File: src/rtl/cpu_boot_ctrl.sv
// cpu_boot_ctrl: streams a program into the icache, zero-fills the rest, then runs/parks the core.
// Optional run-cycle watchdog enabled by defining CYCLE_LIMIT_EN.
module cpu_boot_ctrl #(
  parameter int ADDR_W = 5,
  parameter int DATA_W = 32,
  parameter int MAX_CYCLES = 5000
) (
  input  logic              CLOCK_50,
  input  logic              RESET,
  input  logic              start_load,
  input  logic              load_valid,
  input  logic [DATA_W-1:0] load_data,
  input  logic              load_last,
  output logic              load_ready,
  output logic              icache_we,
  output logic [ADDR_W-1:0] icache_addr,
  output logic [DATA_W-1:0] icache_wdata,
  output logic              cpu_rst,
  output logic              cpu_run,
  input  logic              halt_req,
  output logic [31:0]       run_cycles,
  output logic              done,
  output logic              timeout
);
  typedef enum logic [2:0] {IDLE, LOAD, FILL, RUN, HALT} state_t;
`ifdef CYCLE_LIMIT_EN
  localparam bit WD_EN = 1'b1;
`else
  localparam bit WD_EN = 1'b0;
`endif
  state_t state, nxt;
  logic [ADDR_W:0] wp;
  logic hs, fill_wr, wd_hit;
  assign hs = state == LOAD && load_valid;
  // wp's top bit marks "every word written", so a full load enters FILL but writes nothing
  assign fill_wr = state == FILL && !wp[ADDR_W];
  assign wd_hit = WD_EN && run_cycles == 32'(MAX_CYCLES - 1);
  always_ff @(posedge CLOCK_50 or posedge RESET)
    if (RESET) state <= IDLE;
    else state <= nxt;
  // RUN starts the cycle after the final icache write is presented
  always_comb begin
    nxt = state;
    case (state)
      IDLE, HALT: nxt = start_load ? LOAD : state;
      LOAD:       nxt = hs && (load_last || wp[ADDR_W-1:0] == '1) ? FILL : LOAD;
      FILL:       nxt = icache_we && icache_addr == '1 ? RUN : FILL;
      RUN:        nxt = halt_req || wd_hit ? HALT : RUN;
      default:    nxt = IDLE;
    endcase
  end
  always_comb begin
    load_ready = state == LOAD;
    cpu_rst = state == IDLE || state == LOAD || state == FILL;
    cpu_run = state == RUN;
    done = state == HALT;
  end
  always_ff @(posedge CLOCK_50 or posedge RESET)
    if (RESET) begin
      wp <= '0;
      icache_we <= 1'b0;
      icache_addr <= '0;
      icache_wdata <= '0;
      run_cycles <= '0;
    end else begin
      icache_we <= hs || fill_wr;
      if (hs || fill_wr) begin
        icache_addr <= wp[ADDR_W-1:0];
        icache_wdata <= hs ? load_data : '0;
      end
      wp <= (state != LOAD && nxt == LOAD) ? '0 : (hs || fill_wr) ? wp + 1'b1 : wp;
      run_cycles <= (state != RUN && nxt == RUN) ? '0 :
                    (state == RUN && ~&run_cycles) ? run_cycles + 1 : run_cycles;
    end
`ifdef CYCLE_LIMIT_EN
  always_ff @(posedge CLOCK_50 or posedge RESET)
    if (RESET) timeout <= 1'b0;
    else if (state == RUN && nxt == HALT) timeout <= !halt_req;
    else if (state == HALT && start_load) timeout <= 1'b0;
`else
  assign timeout = 1'b0;
`endif
endmodule

File: config.mk
export PLATFORM = sky130hd
export DESIGN_NAME = cpu_boot_ctrl
export DESIGN_NICKNAME = d
export VERILOG_FILES = /design/src/rtl/cpu_boot_ctrl.sv
export SDC_FILE = /design/constraint.sdc
export NUM_CORES = 1
export LEC_CHECK = 0
export ABC_AREA = 1
export CAP_MARGIN = 20
export CORE_ASPECT_RATIO = 2
export CORE_MARGIN = 4
export CORE_UTILIZATION = 40
export CTS_BUF_LIST = sky130_fd_sc_hd__clkbuf_8
export DETAILED_ROUTE_END_ITERATION = 16
export PLACE_DENSITY = 0.68
export SETUP_SLACK_MARGIN = 0.15
export SLEW_MARGIN = 20
export SYNTH_ARGS = -nofsm -noshare
export SYNTH_HDL_FRONTEND = slang
export SYNTH_SLANG_ARGS = --single-unit
File: constraint.sdc
create_clock -name CLOCK_50 -period 2.5 [get_ports CLOCK_50]
set_input_delay 0.5 -clock CLOCK_50 [delete_from_list [all_inputs] [get_ports CLOCK_50]]
set_output_delay 0.5 -clock CLOCK_50 [all_outputs]
set_load 0.1 [all_outputs]
==> impl_metrics.env <==
export IMPL_status="finished, final reports clean"
export IMPL_fin_util=0.543
export IMPL_critical_path_class="reg -> reg"
export IMPL_dieArea_um2=11900
export IMPL_cts_buffers=9
export IMPL_finalCritPeriodShare=0.831
export IMPL_multi_input_area_um2=1830
export IMPL_p_per_area_nw_per_um2=1240
export IMPL_grt_use_met2=0.399
export IMPL_max_clock_freq_mhz=482
export IMPL_dp_slack_ns=0.417
export IMPL_path_max_fanout=22
export IMPL_start_kind="flop"
export IMPL_tns_ns=0
export IMPL_cts_tree="done"
export IMPL_grt_util_met1=0.215
export IMPL_cp_required_ns=2.80
export IMPL_wire_per_inst_um=15.7
export IMPL_routed_wl_um=11900
export IMPL_cts_hold_buf=0
export IMPL_clkLatencyLatePin_ns=0.36
export IMPL_hpwl_um=9270
export IMPL_grt_pass1_vias=3932
export IMPL_grt_start_max_net_pins=56
export IMPL_finalCriticalPeriod_ns=2.08
export IMPL_crit_path_end_kind="flop"
export IMPL_layout_area_seq_um2=1980
export IMPL_grt_busiest_layer="met2"
export IMPL_layout_drive_gt1_share=0.191
export IMPL_leakage_nw=2.65
export IMPL_grtUsageTotal=0.214
export IMPL_clk_pin_slew_worst_paths_ns=0.09
export IMPL_synth_area_um2=4050
export IMPL_rr_startpoint="run_cycles[0]$_DFFE_PP0P_"
export IMPL_finalWorstSetupSlack_ns=0.423
export IMPL_hold_class="in -> async"
export IMPL_rrSetupSlack_ns=0.42
export IMPL_drv_cap=0
export IMPL_syn_inst=510
export IMPL_layout_common_cells="nand2_1 (187), buf_4 (78), dfrtp_1 (77)"
export IMPL_boundaryPins=113
export IMPL_antenna_found_initial=0
export IMPL_area_delta_synth_final_pct=31.9
export IMPL_nNetsFinal=663
export IMPL_skew_ns=0.0149
export IMPL_drt_initial_drc_count=283
export IMPL_cts_root_buf="clkbuf_8"
export IMPL_arrival_ns=2.38
export IMPL_dpl_cell_area_um2=5120
export IMPL_path_cells="ha_1, inv_2, nor2_4, nand2_2, nor2_4, a21oi_2, buf_4, nand4_1, nand2_1"
export IMPL_avgSynthCellArea_um2=7.93
export IMPL_numPortBuffers=111
export IMPL_num_antenna_cells=0
export IMPL_drv_slew=0
export IMPL_cts_max_level=3
export IMPL_rsz0062_at_grt="false"
export IMPL_die_w_um=79.1
export IMPL_final_common_cell="nand2_1"
export IMPL_critical_path_max_stage_delay_ns=0.46
export IMPL_fillers=981
export IMPL_yosys_warnings=0
export IMPL_ys_seq_elements=79
export IMPL_viasPerCell=5.04
export IMPL_antenna_left=0
export IMPL_fin_cells=759
export IMPL_post_cts_setup_buffers=0
export IMPL_total_power_mw=6.60
export IMPL_route_detailed_drc=0
export IMPL_placedCellCount=743
export IMPL_regToRegEndpoint="run_cycles[20]$_DFFE_PP0P_"
export IMPL_initial_utilization=0.412
export IMPL_hold_ws_ns=0.392
export IMPL_core_um2=9830
export IMPL_ctsLongestPathBuffers=2
export IMPL_setup_viol=0
export IMPL_finalHoldViolCount=0
export IMPL_use_met3=0.0503
export IMPL_rows=51
export IMPL_fin_area_um2=5340
export IMPL_vias=3825
export IMPL_syn_num_nets=551
export IMPL_fp_dieH_um=150
export IMPL_cts_sinks=79
export IMPL_grt_pass1_wl_um=19400
export IMPL_r2r_cells=9
export IMPL_peakVddDrop_mv=0.956
export IMPL_path_common_cell="nor2_4"
export IMPL_post_cts_resized=0
export IMPL_ys_seq_area_frac=0.489
export IMPL_synth_cell_types=28
export IMPL_gp_congestion=0.905
export IMPL_grt_remaining_overflow=0
export IMPL_critPathSlowestCell="dfrtp_2"
export IMPL_firstDrtPassIters=4
-- worst max path at each step --
stage,start,to,slack [ns],cells past startpoint
2_1_floorplan,state[1]$_DFF_PP0_,done,0.15,3
3_3_place_gp,run_cycles[0]$_DFFE_PP0P_,run_cycles[20]$_DFFE_PP0P_,0.45,9
3_5_place_dp,run_cycles[0]$_DFFE_PP0P_,run_cycles[20]$_DFFE_PP0P_,0.42,9
4_1_cts,run_cycles[0]$_DFFE_PP0P_,run_cycles[20]$_DFFE_PP0P_,0.40,9
5_1_grt,run_cycles[0]$_DFFE_PP0P_,run_cycles[19]$_DFFE_PP0P_,0.27,11
6_report,run_cycles[0]$_DFFE_PP0P_,run_cycles[20]$_DFFE_PP0P_,0.42,9
-- layout make-up --
class	instances	share of cell area
clock inverter	5	0.0117
clock buffer	11	0.0284
sequential	79	0.371
timing repair buffer	117	0.187
inverter	39	0.0284
multi-input combinational	376	0.343
tap	132	0.0309
-- power breakdown --
| group | switching [mW] | leakage [nW] | total, mW | internal [mW] |
|---|---|---|---|---|
| combinational | 2.90 | 1.49 | 3.69 | 0.791 |
| sequential | 0.271 | 1.05 | 1.87 | 1.60 |
| clock | 0.505 | 0.103 | 1.03 | 0.523 |
-- Yosys cell counts --
library cell | n | area (um^2)
xor2_1 | 8 | 70.1
or2_2 | 6 | 37.5
buf_4 | 1 | 7.51
inv_2 | 2 | 7.51
ha_1 | 3 | 37.5
a21oi_1 | 2 | 10.0
buf_1 | 3 | 11.3
xnor2_1 | 3 | 26.3
nor2_1 | 64 | 240
inv_1 | 36 | 135
nor3_2 | 1 | 10.0
nand2_2 | 4 | 25.0
clkbuf_1 | 2 | 7.51
a21oi_2 | 1 | 8.76
nand2_1 | 187 | 702
nand4_1 | 23 | 144
nand3b_1 | 2 | 15.0
nor2_2 | 2 | 12.5
nand3_1 | 26 | 130
conb_1 | 1 | 3.75
dfrtp_1 | 79 | 1980
o21ai_0 | 8 | 40.0
clkinv_2 | 1 | 5.00
nand2_4 | 1 | 11.3
a22o_1 | 32 | 280
buf_6 | 3 | 33.8
buf_2 | 7 | 35.0
nor2_4 | 2 | 22.5
-- critical path, delay by kind of cell, from the launching register on --
| kind | cells | cell delay (ns) |
|---|---|---|
| simple gates | 5 | 0.57 |
| fa+ha+maj | 1 | 0.28 |
| compound gates | 1 | 0.27 |
| flops | 1 | 0.46 |
| buf+inv | 2 | 0.43 |
-- state kept, by name, indices dropped and copies added (netlist names) --
| register | count |
|---|---|
| state | 3 |
| wp | 6 |
| run_cycles | 32 |
| icache_addr | 5 |
| icache_wdata | 32 |
| icache_we | 1 |
-- routing by layer --
layer,part of all wire,up-vias
li1,-,1868
met1,0.35,1789
met2,0.56,137
met3,0.054,31
met4,0.042,0
met5,0,-
-- cells by family after synthesis --
logic type      share of synthesized area
simple gates                        0.334
flops                               0.489
buf+inv                            0.0600
compound gates                     0.0838
xor+xnor                           0.0238
fa+ha+maj                         0.00928
other cells                      0.000927
(Power assumes the default switching activity.)
